<file path="src/rtl/alu_muldiv_seq_pkg.sv">
// Shared op codes, sequencer states and constants for the MUL/DIV/MOD sequencer.
package alu_muldiv_seq_pkg;

  localparam int unsigned ALU_OP_LEN = 4;

  localparam logic [ALU_OP_LEN-1:0] ALU_OP_MUL = 4'hA;
  localparam logic [ALU_OP_LEN-1:0] ALU_OP_DIV = 4'hB;
  localparam logic [ALU_OP_LEN-1:0] ALU_OP_MOD = 4'hC;

  localparam logic [31:0] MD_DBZ_QUOT = 32'hFFFF_FFFF;

  typedef enum logic [2:0] {
    MD_ST_IDLE = 3'd0,
    MD_ST_PREP = 3'd1,
    MD_ST_CALC = 3'd2,
    MD_ST_FIX  = 3'd3,
    MD_ST_DONE = 3'd4
  } md_state_e;

  // Two's complement magnitude; 0x80000000 maps to itself, read as unsigned.
  function automatic logic [31:0] md_abs(input logic [31:0] v);
    return v[31] ? (~v + 32'd1) : v;
  endfunction

endpackage

</file>
<file path="src/rtl/alu_muldiv_seq_step.sv">
// One radix-2 step: shift-add multiply or restoring divide.
module muldiv_step #(
  parameter int unsigned XLEN = 32
) (
  input  logic              is_div,
  input  logic [2*XLEN-1:0] acc_i,
  input  logic [XLEN-1:0]   opnd_i,
  output logic [2*XLEN-1:0] acc_o,
  output logic              qbit_o
);

  logic [XLEN:0]   sum;
  logic [XLEN:0]   rem;
  logic [XLEN-1:0] sub;
  logic            ge;

  // Accumulator holds {high half, multiplier} for MUL and {remainder, dividend/quotient} for DIV.
  always_comb begin
    sum    = {1'b0, acc_i[2*XLEN-1:XLEN]} + (acc_i[0] ? {1'b0, opnd_i} : '0);
    rem    = acc_i[2*XLEN-1:XLEN-1];
    ge     = (rem >= {1'b0, opnd_i});
    sub    = rem[XLEN-1:0] - opnd_i;
    acc_o  = '0;
    qbit_o = 1'b0;
    if (is_div) begin
      qbit_o = ge;
      acc_o  = {(ge ? sub : rem[XLEN-1:0]), acc_i[XLEN-2:0], 1'b0};
    end else begin
      acc_o  = {sum, acc_i[XLEN-1:1]};
    end
  end

endmodule

</file>
<file path="src/rtl/alu_muldiv_seq.sv">
// Iterative MUL/DIV/MOD sequencer with valid/ready request and response.
module alu_muldiv_seq
  import alu_muldiv_seq_pkg::*;
#(
  parameter int unsigned XLEN  = 32,
  parameter int unsigned CNT_W = 5
) (
  input  logic                  clk,
  input  logic                  rst,
  input  logic                  flush,
  input  logic                  req_valid,
  output logic                  req_ready,
  input  logic [ALU_OP_LEN-1:0] req_op,
  input  logic [XLEN-1:0]       req_a,
  input  logic [XLEN-1:0]       req_b,
  output logic                  resp_valid,
  input  logic                  resp_ready,
  output logic [XLEN-1:0]       resp_data,
  output logic                  resp_zero,
  output logic                  resp_neg,
  output logic                  resp_dbz,
  output logic                  resp_err,
  output logic                  busy
);

  md_state_e state_q, state_d;

  logic [ALU_OP_LEN-1:0] op_q;
  logic [XLEN-1:0]       a_q, b_q, opnd_q;
  logic [2*XLEN-1:0]     acc_q, step_acc;
  logic                  step_qbit;
  logic [CNT_W-1:0]      cnt_q;
  logic                  neg_q;

  logic                  resp_valid_q, resp_zero_q, resp_neg_q, resp_dbz_q, resp_err_q;
  logic [XLEN-1:0]       resp_data_q;

  logic                  is_mul, is_div, is_mod, op_ok, dbz_case;
  logic [XLEN-1:0]       mag, res;
  logic                  res_dbz, res_err;

  assign is_mul   = (op_q == ALU_OP_MUL);
  assign is_div   = (op_q == ALU_OP_DIV);
  assign is_mod   = (op_q == ALU_OP_MOD);
  assign op_ok    = is_mul | is_div | is_mod;
  assign dbz_case = (is_div | is_mod) && (b_q == '0);

  muldiv_step #(.XLEN(XLEN)) u_step (
    .is_div (!is_mul),
    .acc_i  (acc_q),
    .opnd_i (opnd_q),
    .acc_o  (step_acc),
    .qbit_o (step_qbit)
  );

  // Next-state decode; flush overrides every transition.
  always_comb begin
    state_d   = state_q;
    req_ready = (state_q == MD_ST_IDLE);
    busy      = (state_q != MD_ST_IDLE);
    case (state_q)
      MD_ST_IDLE: if (req_valid) state_d = MD_ST_PREP;
      MD_ST_PREP: state_d = (!op_ok || dbz_case) ? MD_ST_FIX : MD_ST_CALC;
      MD_ST_CALC: if (cnt_q == '0) state_d = MD_ST_FIX;
      MD_ST_FIX:  state_d = MD_ST_DONE;
      MD_ST_DONE: if (resp_ready) state_d = MD_ST_IDLE;
      default:    state_d = MD_ST_IDLE;
    endcase
    if (flush) state_d = MD_ST_IDLE;
  end

  // Sign correction and result select for the FIX state.
  always_comb begin
    res     = '0;
    mag     = '0;
    res_dbz = 1'b0;
    res_err = 1'b0;
    if (!op_ok) begin
      res_err = 1'b1;
    end else if (dbz_case) begin
      res_dbz = 1'b1;
      res     = is_div ? MD_DBZ_QUOT : a_q;
    end else begin
      mag = is_mod ? acc_q[2*XLEN-1:XLEN] : acc_q[XLEN-1:0];
      res = neg_q ? (~mag + 1'b1) : mag;
    end
  end

  // State register.
  always_ff @(posedge clk or posedge rst) begin
    if (rst) state_q <= MD_ST_IDLE;
    else     state_q <= state_d;
  end

  // Operand capture, iteration datapath and response registers.
  always_ff @(posedge clk or posedge rst) begin
    if (rst) begin
      op_q         <= '0;
      a_q          <= '0;
      b_q          <= '0;
      opnd_q       <= '0;
      acc_q        <= '0;
      cnt_q        <= '0;
      neg_q        <= 1'b0;
      resp_valid_q <= 1'b0;
      resp_data_q  <= '0;
      resp_zero_q  <= 1'b0;
      resp_neg_q   <= 1'b0;
      resp_dbz_q   <= 1'b0;
      resp_err_q   <= 1'b0;
    end else begin
      case (state_q)
        MD_ST_IDLE: begin
          if (req_valid && !flush) begin
            op_q <= req_op;
            a_q  <= req_a;
            b_q  <= req_b;
          end
        end
        MD_ST_PREP: begin
          acc_q  <= {{XLEN{1'b0}}, (is_mul ? md_abs(b_q) : md_abs(a_q))};
          opnd_q <= is_mul ? md_abs(a_q) : md_abs(b_q);
          neg_q  <= is_mod ? a_q[XLEN-1] : (a_q[XLEN-1] ^ b_q[XLEN-1]);
          cnt_q  <= CNT_W'(XLEN - 1);
        end
        MD_ST_CALC: begin
          // Divide steps leave bit 0 clear for the quotient bit; multiply steps report qbit 0.
          acc_q <= {step_acc[2*XLEN-1:1], step_acc[0] | step_qbit};
          cnt_q <= cnt_q - 1'b1;
        end
        MD_ST_FIX: begin
          if (!flush) begin
            resp_data_q <= res;
            resp_zero_q <= (res == '0);
            resp_neg_q  <= res[XLEN-1];
            resp_dbz_q  <= res_dbz;
            resp_err_q  <= res_err;
          end
        end
        default: ;
      endcase
      resp_valid_q <= (state_d == MD_ST_DONE);
    end
  end

  assign resp_valid = resp_valid_q;
  assign resp_data  = resp_data_q;
  assign resp_zero  = resp_zero_q;
  assign resp_neg   = resp_neg_q;
  assign resp_dbz   = resp_dbz_q;
  assign resp_err   = resp_err_q;

endmodule

</file>
<file path="config.mk">
export PLATFORM = sky130hd
export DESIGN_NAME = alu_muldiv_seq
export DESIGN_NICKNAME = d
export VERILOG_FILES = /design/src/rtl/alu_muldiv_seq_pkg.sv /design/src/rtl/alu_muldiv_seq_step.sv /design/src/rtl/alu_muldiv_seq.sv
export SDC_FILE = /design/constraint.sdc
export NUM_CORES = 1
export LEC_CHECK = 0
export ABC_AREA = 1
export BUFFER_PORTS_ARGS = -buffer_cell sky130_fd_sc_hd__buf_2
export CAP_MARGIN = 0
export CORE_MARGIN = 8
export CORE_UTILIZATION = 35
export CTS_CLUSTER_DIAMETER = 150
export CTS_CLUSTER_SIZE = 12
export DETAILED_ROUTE_END_ITERATION = 10
export GPL_ROUTABILITY_DRIVEN = 0
export PLACE_DENSITY = 0.54
export RECOVER_POWER = 25
export SLEW_MARGIN = 40
export SYNTH_ARGS = -nofsm -noshare
export SYNTH_HDL_FRONTEND = slang
export SYNTH_SLANG_ARGS = --single-unit
</file>
<file path="constraint.sdc">
create_clock -name clk -period 6.4 [get_ports clk]
set_input_delay 0.96 -clock clk [delete_from_list [all_inputs] [get_ports clk]]
set_output_delay 0.96 -clock clk [all_outputs]
set_load 0.1 [all_outputs]
</file>
==> results by group, run 1 <==
Run status
  – Status: finished, violations left
  – Failing checks: capacitance limit, slew limit

Timing
  – Fmax: 236 MHz
  – Period minus WS final: 4.23 ns
  – Final setup TNS: 0 ns
  – Worst hold margin: 0.482 ns
  – Fin. Hold Viols: 0
  – Worst clock skew: 0.0247 ns
  – Slew headroom: -1.25
  – Final setup fails: 0
  – Slew Limit Fails: 57
  – RSZ-0062 raised after global routing: no
  – Final worst slack: 2.17 ns
  – Final period util: 0.661
  – Worst-Margin Slew: 3.38 ns

Yosys
  – Predominant post-synthesis flop cell: dfrtp_1
  – Post-synth ARST share: 1.00
  – Netlist cell types: 53
  – Register area share after synthesis: 0.302
  – Synth top area share: 0.302
  – Top cells by area, synth: dfrtp_1 30%, nand2_1 13%, inv_1 7.3%, nor2_1 6.8%, o21ai_0 6.6%
  – EDFF count, synth: 0
  – Mapped Cells: 2674
  – Area leader, netlist: dfrtp_1
  – Mapped Area: 0.0173 mm2
  – Syn Nets: 2817
  – Register bit total from synthesis: 209
  – Synth Warn #: 0
  – Mapped Avg Cell Area: 6.48 um2

Final layout
  – Layout Nets: 2853
  – Post-Layout Cell Count: 3376
  – Multi-input logic area: 0.0103 mm2
  – Final instance area: 0.0189 mm2
  – FF+latch area: 0.00523 mm2
  – Synth-to-Final Area Change: 9.26%
  – Post-route core utilization: 0.387
  – Share of layout cells above drive strength 1: 0.0834
  – # fillers: 5308

Placed design
  – Placed instance area: 0.0184 mm2
  – Placed wire-length estimate: 52700 um
  – Cell count after placement: 3350
  – IO buf count: 111
  – DP Worst Slack: 2.71 ns

Global route
  – GRT overflow: 0
  – First-pass GRT wire length: 104000 um
  – Antenna violations before repair: 0
  – Gr usage total: 0.231
  – Largest net degree at the start of global routing: 149
  – Vias in the first global route: 17900

Setup path
  – Req. time, crit path: 6.28 ns
  – Critical R2R Capture: acc_q[59]$_DFFE_PP0P_
  – Endpoint type of the worst setup path: asynchronous set/reset pin
  – CP max FO: 93
  – Worst setup SP type: input pin
  – R2R Path Start: acc_q[0]$_DFFE_PP0P_
  – Worst setup path class: input pin to asynchronous set/reset pin
  – R2r setup slk: 2.52 ns
  – Crit path arrival time: 4.11 ns
  – Reg2reg path depth: 19

Clocking
  – Clock Latency Late Sink: 0.54 ns
  – Total CTS buffers: 21
  – Postcts setup bufs: 0
  – Resized cells post-CTS: 0
  – CTS sink cnt: 209
  – H-Tree Depth: 1
  – CTS tree: yes
  – Root Buffer: clkbuf_16
  – Max Root-Sink Buffers: 3
  – Hold_buf cts: 0
  – Worst-path clk slew: 0.06 ns

Routing
  – Routed vias: 18500
  – Drc violations: 0
  – Final ANT Viol Nets: 0
  – Pre-antenna DRT Iters: 6
  – Total Wirelength: 67500 um
  – 1st-iter DRT viols: 2105
  – Via-per-instance ratio: 5.49
  – DR WL/cell: 20.0 um

Min path
  – Hold path endpoint: resp_data[17]$_DFFE_PP0P_
  – Hold/Removal Path Class: flop to flop
  – Worst hold start: resp_data[17]$_DFFE_PP0P_
  – Hold Path Depth: 2

Run
  – Max cap viols: 1

Floorplan
  – Total die area: 0.0569 mm2
  – Number of I/O pins: 112
  – Initial core utilization: 0.354
  – Die span in x: 239 um
  – Core Region: 0.0490 mm2
  – Cell Rows: 81
  – Die height: 239 um

Power
  – Overall Power: 10.0 mW
  – PwrDens: 529 mW/mm2
  – Lkg Pwr: 9.50 nW
  – Peak supply drop: 0.311 mV
[worst max path at each step]
| stage | startpoint | endpoint | cells past startpoint |
|---|---|---|---|
| 6_report | rst | acc_q[61]$_DFFE_PP0P_ | 4 |
| 5_1_grt | rst | acc_q[59]$_DFFE_PP0P_ | 4 |
| 4_1_cts | acc_q[0]$_DFFE_PP0P_ | acc_q[59]$_DFFE_PP0P_ | 19 |
| 3_5_place_dp | acc_q[0]$_DFFE_PP0P_ | acc_q[59]$_DFFE_PP0P_ | 19 |
| 3_3_place_gp | op_q[0]$_DFFE_PP0P_ | resp_zero$_DFFE_PP0P_ | 13 |
| 2_1_floorplan | rst | a_q[0]$_DFFE_PP0P_ | 1 |
[layout make-up]
class                   count  share of cell area
well taps                 664              0.0439
clock inverters             2            0.000925
multi-input cells        2006               0.544
inverters                 345              0.0687
clock buffers              22              0.0280
flip-flops and latches    209               0.276
repair buffers            127              0.0378
diodes                      1            0.000132
[synth_stat cells, types with 5 or more instances]
master and n:
xor2_1 64, o211ai_1 22, xnor2_1 16, inv_1 336, o22ai_1 23, mux2_2 5, nor2_4 5, ha_1 68
o21ai_1 25, nor2_1 316, buf_1 14, nand4_1 46, nor3_1 21, a21oi_1 206, o21ai_0 230, buf_6 8
clkbuf_1 75, nand2_1 605, a31oi_1 27, buf_2 12, nor4_1 6, nor2_2 11, dfrtp_1 209, nand3_1 212
o21bai_1 9, nand2_2 24, o221ai_1 20, a21boi_0 5
[worst max-delay path, stage by stage]
cell and delay (ns):
buf_2 0.10, clkinvlp_2 0.09, buf_12 0.39, clkbuf_1 2.41
[cells in the final DEF, fill, tap and decap left out, types with 27 or more instances in the layout]
master | netlist | final
dfrtp_1 | 209 | 208
o21ai_0 | 230 | 230
nor2_1 | 316 | 314
nand3_1 | 212 | 210
buf_2 | 12 | 111
ha_1 | 68 | 68
inv_1 | 336 | 334
a31oi_1 | 27 | 27
nand2_1 | 605 | 603
xor2_1 | 64 | 64
a21oi_1 | 206 | 206
nand4_1 | 46 | 46
[cell families (layout without fill, tap and decap cells)]
group | after synthesis | in the layout | share of synthesized area
AND/OR/NAND/NOR | 1261 | 1261 | 0.309
AO/OA/AOI/OAI | 590 | 590 | 0.188
buffers and inverters | 459 | 496 | 0.106
flip-flops | 209 | 209 | 0.302
XOR/XNOR | 80 | 80 | 0.0404
adder cells (fa/ha/maj) | 70 | 70 | 0.0514
multiplexers | 5 | 5 | 0.00325
other | 0 | 1 | 0
[state kept, by name (all words and copies together) (netlist names)]
register,cells
cnt_q,5
a_q,32
op_q,4
resp_dbz,1
b_q,32
neg_q,1
resp_data,31
state_q,3
resp_err,1
resp_neg,1
opnd_q,32
resp_valid,1
resp_zero,1
acc_q,64
[metal layers]
layer / up-vias / part of all wire / GRT usage
li1: 8850 / - / -
met1: 8808 / 0.44 / 0.315
met2: 742 / 0.44 / 0.364
met3: 135 / 0.076 / 0.0421
met4: 0 / 0.039 / 0.0837
met5: - / 0 / 0
[power by group]
| part | switching [mW] | total [mW] | internal [mW] |
|---|---|---|---|
| Combinational | 4.78 | 6.65 | 1.86 |
| Clock | 0.551 | 1.14 | 0.586 |
| Sequential | 0.453 | 2.24 | 1.79 |
| Total | 5.79 | 10.0 | 4.24 |
(Power assumes the default switching activity.)
==> inputs of run 2 (changes only) <==
Settings changed: PLACE_DENSITY 0.54 to 0.52.
Clock period 6.4 ns to 4 ns, I/O delays scaled along.
==> run 2 against run 1 <==
Against the previous run: the flow still finishes with violations (capacitance limit, slew limit); combinational power grew 61%; clock skew shrank 0.0053 ns; via count shrank 0.95%; final cell count grew 0.33%; wire length grew 2.7%; power grew 62%; critical path depth grew 13; highest routed layer is now met5; non-clock buffer count grew 13.
==> results by group, run 2 (synthesized netlist as in run 1, its figures left out) <==
Placed design
  – DP Worst Slack: 0.625 ns
  – Cell count after placement: 3363
  – IO buf count: 111
  – Placed wire-length estimate: 54500 um

Floorplan
  – Die height: 239 um
  – Total die area: 0.0569 mm2
  – Initial core utilization: 0.354
  – Number of I/O pins: 112
  – Cell Rows: 81
  – Core Region: 0.0490 mm2
  – Die span in x: 239 um

Setup path
  – Worst setup path class: flop to flop
  – R2r setup slk: 0.54 ns
  – Crit path arrival time: 3.86 ns
  – CP max FO: 12
  – Req. time, crit path: 4.40 ns
  – Reg2reg path depth: 17
  – Crit path to: acc_q[59]$_DFFE_PP0P_
  – Worst setup SP type: flop
  – Endpoint type of the worst setup path: flop
  – Critical R2R Capture: acc_q[59]$_DFFE_PP0P_
  – R2R Path Start: acc_q[0]$_DFFE_PP0P_
  – Critical Path Source: acc_q[0]$_DFFE_PP0P_

Routing
  – Drc violations: 0
  – DR WL/cell: 20.5 um
  – Final ANT Viol Nets: 0
  – 1st-iter DRT viols: 1944
  – Pre-antenna DRT Iters: 6
  – Via-per-instance ratio: 5.42
  – Routed vias: 18400
  – Total Wirelength: 69300 um

Global route
  – Met1 Use GR: 0.339
  – Largest net degree at the start of global routing: 116
  – GRT overflow: 0
  – GR peak layer: met2
  – M2 GR Usage: 0.364
  – Vias in the first global route: 17400
  – GR Layer Usage met3: 0.0396
  – Antenna violations before repair: 3
  – First-pass GRT wire length: 106000 um
  – Gr usage total: 0.238

Timing
  – Worst hold margin: 0.254 ns
  – RSZ-0062 raised after global routing: no
  – Period minus WS final: 3.46 ns
  – Slew headroom: -0.631
  – Final worst slack: 0.540 ns
  – Slew Limit Fails: 226
  – Fmax: 289 MHz
  – Worst clock skew: 0.0194 ns
  – Worst-Margin Slew: 2.45 ns
  – Final period util: 0.865
  – Final setup TNS: 0 ns
  – Final setup fails: 0
  – Fin. Hold Viols: 0

Final layout
  – Layout Nets: 2866
  – Most common cell after layout, fill and taps aside: nand2_1
  – Most frequent cells in the layout: 603 x nand2_1, 334 x inv_1, 314 x nor2_1, 230 x o21ai_0, 211 x nand3_1
  – Diodes inserted: 0
  – Number of flip-flops in the largest register: 64
  – Share of layout cells above drive strength 1: 0.0863
  – Synth-to-Final Area Change: 9.62%
  – Top reg by flops: acc_q
  – Post-Layout Cell Count: 3387

Power
  – Peak supply drop: 0.436 mV
  – Lkg Pwr: 9.55 nW
  – PwrDens: 854 mW/mm2

Run status
  – Failing checks: capacitance limit, slew limit
  – Status: finished, violations left

Clocking
  – CTS sink cnt: 209
  – Resized cells post-CTS: 0
  – Clock Latency Late Sink: 0.55 ns
  – Root Buffer: clkbuf_16
  – Postcts setup bufs: 0
  – Worst-path clk slew: 0.06 ns
  – Total CTS buffers: 21
  – Max Root-Sink Buffers: 3
  – CTS tree: yes
  – H-Tree Depth: 1

Run
  – Max cap viols: 3

Min path
  – Hold/Removal Path Class: input pin to flop
==> run 2: cell types whose count changed in the layout (fill, tap and decap cells not counted), sizes merged <==
| cell | before | now |
|---|---|---|
| buf | 126 | 135 |
| clkbuf | 23 | 25 |
| diode | 1 | 0 |
| dlygate4sd3 | 0 | 1 |
==> run 2: area by class of cell <==
type	count	area (um2)
Fill cell	5333	30000
Multi-Input combinational cell	2006	10300
Sequential cell	209	5230
Inverter	345	1300
Tap cell	664	831
Timing Repair Buffer	140	795
Clock buffer	21	526
Clock inverter	2	17.5
==> run 2: power breakdown <==
group | leakage (nW) | internal [mW] | switching [mW]
clock network | 0.268 | 0.934 | 0.911
logic | 6.72 | 3.03 | 7.70
registers | 2.57 | 2.86 | 0.780
==> run 2: worst min-delay path by stage <==
stage                              startpoint                         to  slack [ns]  cells past startpoint
floorplan                cnt_q[2]$_DFFE_PP0P_       cnt_q[2]$_DFFE_PP0P_        0.48                      2
global placement    resp_data[20]$_DFFE_PP0P_  resp_data[20]$_DFFE_PP0P_        0.47                      2
detailed placement   resp_data[7]$_DFFE_PP0P_   resp_data[7]$_DFFE_PP0P_        0.47                      2
CTS                                     flush       state_q[1]$_DFF_PP0_        0.23                      2
global route                            flush       state_q[1]$_DFF_PP0_        0.25                      2
finish                                  flush       state_q[1]$_DFF_PP0_        0.25                      2
==> run 2: layer usage <==
metal	vias up	wire length, um
li1	8882	-
met3	127	5230
met4	2	2560
met2	738	30000
met1	8609	31500
met5	-	12
==> run 2: through the flow <==
stage               total power, mW   util  area [um2]
global placement               14.1  0.377       18500
global route                   17.5  0.388       19000
floorplan                      10.9      -       17300
detailed placement             14.2  0.377       18500
finish                         16.2  0.388       19000
CTS                            16.1  0.389       19000
==> run 2: timing repair <==
action	4_1_cts	5_1_grt
setup endpoints to repair	0	0
hold endpoints to repair	7	0
hold buffers	1	0
==> run 2: critical path, cell delays in order, from the launching register on <==
cell and delay, ns:
dfrtp_1 0.55, nand2_1 0.09, inv_1 0.06, ha_1 0.17, inv_1 0.07, fa_1 0.40, o21ai_0 0.30, nand2_1 0.10
nand2_1 0.20, a21oi_1 0.13, o21ai_0 0.55, nand3_1 0.20, nand3_1 0.14, nand2_1 0.05, nor2_1 0.11, nor2_1 0.05
nand2_1 0.10, o21ai_0 0.08
==> inputs of run 3 (changes only) <==
Settings changed: SYNTH_HIERARCHICAL set to 1.
==> run 3 against run 2 <==
Against the previous run: the run still ends with capacitance limit, slew limit left; power grew 9.0%; critical path depth grew 2; area after synthesis grew 9.5%; utilization shrank 0.34 points; via count grew 12%; combinational power grew 12%; critical path type unchanged; largest cell class unchanged; highest routed layer unchanged.
==> results by group, run 3 <==
Routing
  – DR WL/cell: 19.5 um
  – Routed vias: 20500
  – Drc violations: 0
  – Total Wirelength: 75000 um
  – 1st-iter DRT viols: 2260
  – Final ANT Viol Nets: 0
  – Via-per-instance ratio: 5.33
  – Pre-antenna DRT Iters: 6

Min path
  – Hold/Removal Path Class: input pin to flop

Yosys
  – Top-count cell post-synth: nand2_1
  – Top cells by area, synth: dfrtp_1 28%, nand2_1 20%, nand3_1 7.7%, inv_1 7.6%, nor2_1 6.1%
  – Mapped Avg Cell Area: 6.11 um2
  – Synth top area share: 0.276
  – Mapped Cells: 3108
  – EDFF count, synth: 0
  – Predominant post-synthesis flop cell: dfrtp_1
  – Synth Warn #: 6
  – Synth top cells by count: 1016 x nand2_1, 383 x inv_1, 309 x nor2_1, 292 x nand3_1, 230 x o21ai_0
  – Syn Nets: 3251
  – Mapped Area: 0.0190 mm2
  – Compound-Gate Fraction of Synth Area: 0.127
  – Netlist cell types: 54
  – Post-Synth Simple-Gate Area: 0.408
  – Synthesized-area fraction occupied by adder cells: 0.0469
  – Register bit total from synthesis: 209
  – Post-Synth XOR/XNOR Area: 0.0277
  – Post-synth ARST share: 1.00
  – Area leader, netlist: dfrtp_1
  – Largest family of logic cells by synthesized area: simple AND/OR/NAND/NOR gates
  – Post-synthesis mux area share: 0.00593
  – Register area share after synthesis: 0.276

Setup path
  – Crit path arrival time: 3.47 ns
  – Worst path bufs/invs: 3
  – Worst setup SP type: flop
  – CP max FO: 46
  – Slowest CP cell: buf_4
  – Endpoint type of the worst setup path: flop
  – Worst setup path class: flop to flop
  – CP Cell Sequence: nor2_4, buf_4, nand3_1, nand2_1, ha_1, nand3_2, inv_1, nand2_1, nor2_1, nand2_1, nand3_1, nand3_1, nand2_1, inv_1, nor2_1, nand2_1, nor2_1, nand2_1, nand2_1
  – Crit-path leading delay family: simple AND/OR/NAND/NOR gates
  – Req. time, crit path: 4.47 ns
  – Most Frequent Cell on Critical Path: nand2_1
  – Max stage delay on crit path: 0.47 ns

Clocking
  – Max Root-Sink Buffers: 3
  – Resized cells post-CTS: 0
  – Root Buffer: clkbuf_16
  – Clock Latency Late Sink: 0.54 ns
  – Worst-path clk slew: 0.07 ns
  – CTS sink cnt: 209
  – H-Tree Depth: 1
  – Hold_buf cts: 0
  – Total CTS buffers: 21
  – Postcts setup bufs: 0
  – CTS tree: yes

Placed design
  – Placed wire-length estimate: 60600 um
  – Placed instance area: 0.0201 mm2
  – Cell count after placement: 3823
  – DP Worst Slack: 0.915 ns
  – IO buf count: 111

Power
  – Peak supply drop: 0.501 mV
  – PwrDens: 856 mW/mm2
  – Lkg Pwr: 11.0 nW

Floorplan
  – Number of I/O pins: 112
  – Die span in x: 249 um
  – Cell Rows: 85
  – Total die area: 0.0619 mm2
  – Core Region: 0.0537 mm2
  – Die height: 249 um
  – Initial core utilization: 0.353

Timing
  – Final worst slack: 0.997 ns
  – Period minus WS final: 3.00 ns
  – Worst hold margin: 0.298 ns
  – Worst clock skew: 0.0316 ns
  – Fmax: 333 MHz
  – Final setup TNS: 0 ns
  – Final setup fails: 0
  – RSZ-0062 raised after global routing: no
  – Slew Limit Fails: 132
  – Final period util: 0.751
  – Slew headroom: -0.879
  – Worst-Margin Slew: 2.82 ns
  – Fin. Hold Viols: 0

Global route
  – Gr usage total: 0.233
  – First-pass GRT wire length: 114000 um
  – Antenna violations before repair: 4
  – Largest net degree at the start of global routing: 103
  – Vias in the first global route: 19200
  – GRT overflow: 0

Final layout
  – Synth-to-Final Area Change: 8.87%
  – Number of flip-flops in the largest register: 64
  – Final instance area: 0.0207 mm2
  – Most frequent cells in the layout: 1015 x nand2_1, 382 x inv_1, 307 x nor2_1, 292 x nand3_1, 230 x o21ai_0
  – Most common cell after layout, fill and taps aside: nand2_1
  – Layout Nets: 3293
  – Post-Layout Cell Count: 3847
  – Top reg by flops: acc_q
  – Share of layout cells above drive strength 1: 0.0870

Run status
  – Status: finished, violations left
  – Failing checks: capacitance limit, slew limit

Run
  – Max cap viols: 2
run 3: area by class of cell:
| class | count | area, um2 |
|---|---|---|
| antenna | 1 | 2.50 |
| clock buffer | 21 | 526 |
| clock inverter | 2 | 17.5 |
| fill | 5916 | 33000 |
| inverter | 395 | 1490 |
| multi-input combinational | 2383 | 11700 |
| sequential | 209 | 5230 |
| tap | 696 | 871 |
| timing repair buffer | 140 | 803 |
run 3: kinds of logic after synthesis:
logic type / after synthesis
and+or+nand+nor: 1803
buffers and inverters: 516
AOI/OAI and AO/OA: 440
DFF: 209
adders and majority gates: 70
xor gates and xnor gates: 60
muxes: 10
run 3: layer usage:
layer / GRT usage / vias up / wire length (um) / part of all wire
met1: 0.313 / 9570 / 32900 / 0.44
met3: 0.0524 / 151 / 6280 / 0.084
li1: - / 10000 / - / -
met2: 0.367 / 773 / 32900 / 0.44
met5: 0 / - / 27 / 0.00036
met4: 0.0804 / 4 / 2840 / 0.038
run 3: report_power, final:
part | total, mW | internal, mW | leakage [nW] | switching [mW]
logic | 12.0 | 3.36 | 8.20 | 8.62
clock network | 1.79 | 0.934 | 0.268 | 0.859
registers | 3.91 | 2.89 | 2.53 | 1.02
total | 17.7 | 7.18 | 11.0 | 10.5
run 3: worst reg2reg max path: cells and delay by family (launching register included):
kind | cells | cell delay (ns)
AND/OR/NAND/NOR | 15 | 1.67
buffers and inverters | 3 | 0.61
flip-flops | 1 | 0.44
adder cells (fa/ha/maj) | 1 | 0.21
run 3: through the flow:
stage,util,power (mW)
3_5_place_dp,0.375,15.8
3_3_place_gp,0.374,15.7
4_1_cts,0.385,17.6
2_1_floorplan,-,12.3
6_report,0.385,17.7
5_1_grt,0.385,19.2
run 3: worst paths after layout:
kind	endpoint	slack, ns	cells past startpoint	startpoint
hold reg to reg	resp_data[29]$_DFFE_PP0P_	0.48	2	resp_data[29]$_DFFE_PP0P_
max in group asynchronous	a_q[4]$_DFFE_PP0P_	1.19	3	rst
setup reg to reg	resp_zero$_DFFE_PP0P_	1.0	19	op_q[1]$_DFFE_PP0P_
min in group asynchronous	opnd_q[1]$_DFFE_PP0P_	0.84	3	rst
hold / removal	b_q[30]$_DFFE_PP0P_	0.30	2	req_b[30]
setup / recovery	resp_zero$_DFFE_PP0P_	1.0	19	op_q[1]$_DFFE_PP0P_
